$ cat src/rtl/cursor_overlay.sv
// rtl/cursor_overlay.sv - text-mode hardware cursor overlay on the VGA pixel stream, 2-clock latency
module cursor_overlay #(
    parameter int BPP        = 8,
    parameter int COLS       = 80,
    parameter int BLINK_LOG2 = 5
) (
    input  logic           clk_i,
    input  logic           rst_n_i,
    input  logic           blank_n_i,
    input  logic           hs_i,
    input  logic           vs_i,
    input  logic [BPP-1:0] red_i,
    input  logic [BPP-1:0] green_i,
    input  logic [BPP-1:0] blue_i,
    input  logic [31:0]    cursorpos,
    input  logic [3:0]     cursormode,
    input  logic [23:0]    cursorcolor,
    output logic           blank_n,
    output logic           hs,
    output logic           vs,
    output logic [BPP-1:0] red,
    output logic [BPP-1:0] green,
    output logic [BPP-1:0] blue
);

    localparam int            CW      = $clog2(COLS + 1);
    localparam logic [CW-1:0] COL_MAX = CW'(COLS);

    logic                  vs_d;
    logic                  blank_d;
    logic                  vs_rise;
    logic                  blank_fall;
    logic [15:0]           line;
    logic [3:0]            scan;
    logic [3:0]            sub;
    logic [CW-1:0]         col;
    logic [BLINK_LOG2:0]   blink_cnt;
    logic [31:0]           sh_pos;
    logic [3:0]            sh_mode;
    logic [23:0]           sh_color;
    logic                  shape_ok;
    logic                  blink_ok;
    logic                  hit;
    logic                  s1_blank;
    logic                  s1_hs;
    logic                  s1_vs;
    logic                  s1_hit;
    logic [3*BPP-1:0]      s1_pix;
    logic [3*BPP-1:0]      pix_out;

    assign vs_rise    = vs_i & ~vs_d;
    assign blank_fall = blank_d & ~blank_n_i;
    assign scan       = line[3:0];

    // Frame-rate state: a vs rising edge clears the line count even if a line ends on the same clock.
    always_ff @(posedge clk_i or negedge rst_n_i) begin
        if (!rst_n_i) begin
            vs_d      <= 1'b0;
            blank_d   <= 1'b0;
            line      <= 16'd0;
            blink_cnt <= '0;
            sh_pos    <= 32'd0;
            sh_mode   <= 4'd0;
            sh_color  <= 24'd0;
        end else begin
            vs_d    <= vs_i;
            blank_d <= blank_n_i;
            if (vs_rise) begin
                line      <= 16'd0;
                blink_cnt <= blink_cnt + 1'b1;
                sh_pos    <= cursorpos;
                sh_mode   <= cursormode;
                sh_color  <= cursorcolor;
            end else if (blank_fall && line != 16'hFFFF) begin
                line <= line + 16'd1;
            end
        end
    end

    // Nine dots per cell: sub 0..7 glyph, sub 8 gap; col sticks at COLS past the text area.
    always_ff @(posedge clk_i or negedge rst_n_i) begin
        if (!rst_n_i) begin
            sub <= 4'd0;
            col <= '0;
        end else if (!blank_n_i) begin
            sub <= 4'd0;
            col <= '0;
        end else if (sub == 4'd8) begin
            sub <= 4'd0;
            if (col != COL_MAX) begin
                col <= col + 1'b1;
            end
        end else begin
            sub <= sub + 4'd1;
        end
    end

    always_comb begin
        shape_ok = sh_mode[2] ? (scan >= 4'd4) : (scan == 4'd15);
        blink_ok = ~sh_mode[1] | ~blink_cnt[BLINK_LOG2];
        hit      = sh_mode[0] & blank_n_i
                 & (16'(col) == sh_pos[15:0]) & (col < COL_MAX)
                 & ({4'd0, line[15:4]} == sh_pos[31:16])
                 & (sub <= 4'd7) & shape_ok & blink_ok;
    end

    always_ff @(posedge clk_i or negedge rst_n_i) begin
        if (!rst_n_i) begin
            s1_blank <= 1'b0;
            s1_hs    <= 1'b0;
            s1_vs    <= 1'b0;
            s1_hit   <= 1'b0;
            s1_pix   <= '0;
        end else begin
            s1_blank <= blank_n_i;
            s1_hs    <= hs_i;
            s1_vs    <= vs_i;
            s1_hit   <= hit;
            s1_pix   <= {red_i, green_i, blue_i};
        end
    end

    always_comb begin
        pix_out = s1_pix;
        if (s1_hit) begin
            pix_out = sh_mode[3] ? ~s1_pix : sh_color;
        end
    end

    always_ff @(posedge clk_i or negedge rst_n_i) begin
        if (!rst_n_i) begin
            blank_n <= 1'b0;
            hs      <= 1'b0;
            vs      <= 1'b0;
            red     <= '0;
            green   <= '0;
            blue    <= '0;
        end else begin
            blank_n            <= s1_blank;
            hs                 <= s1_hs;
            vs                 <= s1_vs;
            {red, green, blue} <= pix_out;
        end
    end

endmodule
$ cat config.mk
export PLATFORM = sky130hd
export DESIGN_NAME = cursor_overlay
export DESIGN_NICKNAME = d
export VERILOG_FILES = /design/src/rtl/cursor_overlay.sv
export SDC_FILE = /design/constraint.sdc
export NUM_CORES = 1
export LEC_CHECK = 0
export ABC_AREA = 1
export ABC_CLOCK_PERIOD_IN_PS = 2200
export BUFFER_PORTS_ARGS = -buffer_cell sky130_fd_sc_hd__buf_2
export CAP_MARGIN = 25
export CORE_ASPECT_RATIO = 0.6
export CORE_MARGIN = 2
export CORE_UTILIZATION = 50
export CTS_BUF_LIST = sky130_fd_sc_hd__clkbuf_8
export CTS_CLUSTER_DIAMETER = 80
export DETAILED_ROUTE_END_ITERATION = 10
export GPL_TIMING_DRIVEN = 1
export PLACE_DENSITY = 0.72
export SLEW_MARGIN = 40
export SYNTH_ARGS = -nofsm -noshare
export SYNTH_HDL_FRONTEND = slang
export SYNTH_SLANG_ARGS = --single-unit
$ cat constraint.sdc
create_clock -name clk_i -period 2.2 [get_ports clk_i]
set_input_delay 0.11 -clock clk_i [delete_from_list [all_inputs] [get_ports clk_i]]
set_output_delay 0.11 -clock clk_i [all_outputs]
set_load 0.1 [all_outputs]
* Word-level counts from Yosys, hierarchy flattened
Index checks and enable logic that the tools add are counted. W data, S select, Z words.
Storage, ports and cells: input port bits 89, output and inout port bits 27, register bits 148, logic and storage cells 61
Operators by class: $lt $le $gt $ge 3, equality and inequality tests 8, bitwise logic cells 15, reductions and logical operators 3, add/subtract/negate cells 4, multiplexer cells 10
Operator list (number):
- $mux W24 | 2
- $mux W16 | 2
- $not A24 Y24 | 1
- $mux W7 | 3
- $add A16 B1 Y16 const B | 1
- $eq A12 B16 Y1 | 1
- $eq A7 B16 Y1 | 1
- $ne A16 B16 Y1 const B | 1
- $and A1 B1 Y1 | 9
- $eq A4 B4 Y1 const B | 2
- $mux W4 | 2
- $add A7 B1 Y7 const B | 1
- $lt A7 B7 Y1 const B | 1
- $ne A7 B7 Y1 const B | 1
- $add A6 B1 Y6 const B | 1
- $add A4 B1 Y4 const B | 1
- $ge A4 B3 Y1 const B | 1
- $le A4 B3 Y1 const B | 1
- $ne A2 B1 Y1 const B | 2
- $not A1 Y1 | 4
- $reduce_and A2 Y1 | 1
- $reduce_bool A2 Y1 | 1
- $logic_and A1 B1 Y1 | 1
- $mux W1 | 1
- $or A1 B1 Y1 | 1

* Depth between registers and ports, before layout
word-level depth 7, gate-level depth with buffers 10

* Worst setup path after synthesis
Ideal clock, no wire load.
path kind register -> register, from register line[0], to register line[14], setup time 0.119 ns, path slack 0.625 ns, data arrival time 1.456 ns, required time 2.081 ns, buffers on the path 1, cell stages (with the launch flop) 11, period minus slack after synthesis 1.575 ns, path through dfrtp_1 -> ha_1 -> nand3_1 -> inv_2 -> nand2_2 -> nor2_4 -> nor2_2 -> nor2_4 -> buf_6 -> nand2_1 -> nand2_1
On the way: longest elaborated chain between the ends 3, elaborated cells between the ends (all ways) 6, classes of those cells 1 x add/sub; 1 x eq/ne; 2 x mux; 2 x reduce/logical
RTL lines:
- start: declaration | RTL line 33 | logic [15:0] line;
- start signal: assignment | RTL line 75 | line <= line + 16'd1;
- $add A16 B1 Y16 / $ne A16 B16 Y1 (equally long branches) | RTL line 75, 74
- $mux W16 / $logic_and A1 B1 Y1 (equally long branches) | RTL line 74 | end else if (blank_fall && line != 16'hFFFF) begin
- $mux W16 / $reduce_bool A2 Y1 (equally long branches)
Several ways; a longest one is shown, not always the timed one. The select of a mux whose other input is x is not followed. A chain may end at the register's enable or synchronous reset.

* Worst setup path in the final report
from register line[0], to register line[9]
Same word-level chain as after synthesis.

==> flow_summary.ini <==
[global_routing]
grt_pass1_wl_um = 27390
grt_usage_pct = 25.83
overflow = 0
globalRouteMet3Util_pct = 4.673
grt-busiest-layer = met2
grt_start_max_net_pins = 57
antenna_found_initial = 1
grt.met1_usage_pct = 36.74
met2_usage_pct = 40.25
grt_pass1_vias = 5666

[timing]
clock_skew_ps = 19.79
setup_ws_ps = 370.6
rsz0062_at_grt = no
hold_viol = 0
worst_slew_pin_slew_ps = 581.1
fin_setup_tns_ps = 0
period_share_pct = 83.15
slew_headroom_pct = 61.26
timing.fmax_mhz = 546.6
setup-violations-final = 0
finalCriticalPeriod_ps = 1829
finalMaxSlewViolations = 0

[place]
gp_congestion = 0.8884
hpwl_um = 10410
pre_cts_ws_ps = 402.6
portBuffers = 115

[drt]
antenna_left = 0
wl_per_cell_um = 14.92
first_pass_iters = 5
vias_per_cell = 5.049
drt_iter0_markers = 408
postRouteWirelength_um = 16510
drc = 0
vias = 5589

[clock_network]
ctsHoldBuffers = 88
cts_made_buffers = 17
cts_tree = built
cts_resized = 0
root_buffer = clkbuf_8
clock-sinks = 148
insertion_delay_ps = 450
h-tree-depth = 4
path_clk_slew_ps = 100
clock_path_buffers = 2
post_cts_buffers = 0

[yosys]
yosys-top-cells-area = dfrtp_1, nand2_1, o21ai_0
ys_warn_count = 0
synth_seq_cells = 148
syn_area_um2 = 6350
synth_nets = 824
seq_area_frac_synth_pct = 58.33
ys_types = 25
synthCells = 729
yosys.area.top_type_share_pct = 58.33
avgSynthCellArea_um2 = 8.710
yosysTopAreaCell = dfrtp_1

[critical_path]
path_max_fanout = 15
critPathRequiredTime_ps = 2580
slowest_delay_ps = 420
crit_buf_inv = 1
arrival_ps = 2210
path_class = reg2reg
cp_slowest_cell = dfrtp_1
cp_cell_sequence = ha_1 -> nand3_1 -> inv_2 -> nand2_2 -> nor2_4 -> nor2_2 -> nor2_4 -> nand2_1 -> nand2_1
startpoint_type = flip-flop
end_kind = flip-flop
critical-path-top-delay-family = simple AND/OR/NAND/NOR gates

[cells_and_area]
final_cell_mix = nand2_1, dfrtp_1, buf_2
final_common_cell = nand2_1
finalNetCount = 1023
fillers = 944
seqCellArea_um2 = 3704
drive_gt1_share_pct = 17.43
multi_input_area_um2 = 2307
area_growth_pct = 32.24

[floorplan]
die_w_um = 149.5
start_util_pct = 51.97
num_rows = 31
ios = 116
core_um2 = 12220
die_y_um = 91.29
die_area_um2 = 13650

[power_and_ir_drop]
vdd_drop_max_uv = 389.8
p_per_area_nw_per_um2 = 750.4
p_leak_uw = 0.004209

[status]
status = complete, no violations

[min_path]
min_path_type = in2async

[flow_run]
maxCapViolCount = 0
[registers in the layout, summed over array words and instances, names as in the netlist]
register,flops
s1_hs,1
s1_pix,24
vs,1
s1_vs,1
blank_n,1
sh_mode,4
s1_hit,1
red,8
green,8
sh_color,24
sub,4
sh_pos,32
col,7
hs,1
blue,8
blink_cnt,6
s1_blank,1
line,16
[layout make-up]
cell class | instances | area share, %
multi-input combinational | 494 | 27.48
tap | 165 | 2.459
antenna | 1 | 0.02980
clock buffer | 17 | 2.786
clock inverter | 15 | 2.161
timing repair buffer | 212 | 18.52
sequential | 148 | 44.11
inverter | 55 | 2.459
[metrics by stage]
stage	instance area (um2)	utilization [%]	total power [uW]	hold slack [ps]	cells
after floorplan	6350	-	3736	-185.6	729
after global placement	7098	58.10	4012	37.86	986
after detailed placement	7098	58.10	4050	43.54	986
after CTS	8394	68.70	6337	116.9	1106
after global routing	8397	68.73	6613	127.5	1107
final	8397	68.73	6301	113.5	1107
[final timing paths]
check	depth (start not counted)	start	slack (ps)	end
max	9	line[0]	370	line[9]
min	2	rst_n_i	110	red[2]
max reg2reg	9	line[0]	370	line[9]
min reg2reg	0	s1_hs	370	hs
max in group asynchronous	3	rst_n_i	1430	sh_pos[22]
min in group clk_i	2	red_i[2]	300	s1_pix[18]
[kinds of logic after synthesis]
kind of cell	count (synthesis)	synth area share, %
flip-flops	148	58.33
XOR/XNOR	21	2.897
AND/OR/NAND/NOR	386	24.63
AO/OA/AOI/OAI	81	7.507
adder cells (fa/ha/maj)	6	1.182
buffers and inverters	87	5.458
[cell usage after synthesis]
library cell / number
inv_2: 1
buf_1: 3
clkbuf_1: 20
xnor2_1: 7
o22ai_1: 3
nor2_4: 3
ha_1: 6
o21a_1: 1
nor2_2: 1
nand3_1: 18
buf_6: 1
nor2_1: 47
nand2_2: 1
o21bai_1: 2
xor2_1: 14
buf_2: 7
dfrtp_1: 148
nand4_1: 22
nor3_1: 2
nand2_1: 290
buf_4: 1
nand3b_1: 2
inv_1: 54
o211ai_1: 24
o21ai_0: 51
[where the power goes]
part | switching, uW | total, uW | leakage, uW | internal [uW]
registers | 179 | 3150 | 0.00183 | 2970
logic | 610 | 974 | 0.00217 | 364
clock network | 1210 | 2170 | 0.000207 | 967
[layer usage]
metal	routed length, um	up-vias
met5	0	-
met4	272	0
met3	986	31
met2	7581	192
met1	7673	2656
li1	-	2710
[worst reg2reg max path: cells and delay by family, from the launching register on]
kind                       cells  cell delay [ps]
and+or+nand+nor                7              970
DFF                            1              420
buffers and inverters          1              140
adders and majority gates      1              250
(Power assumes the default switching activity.)
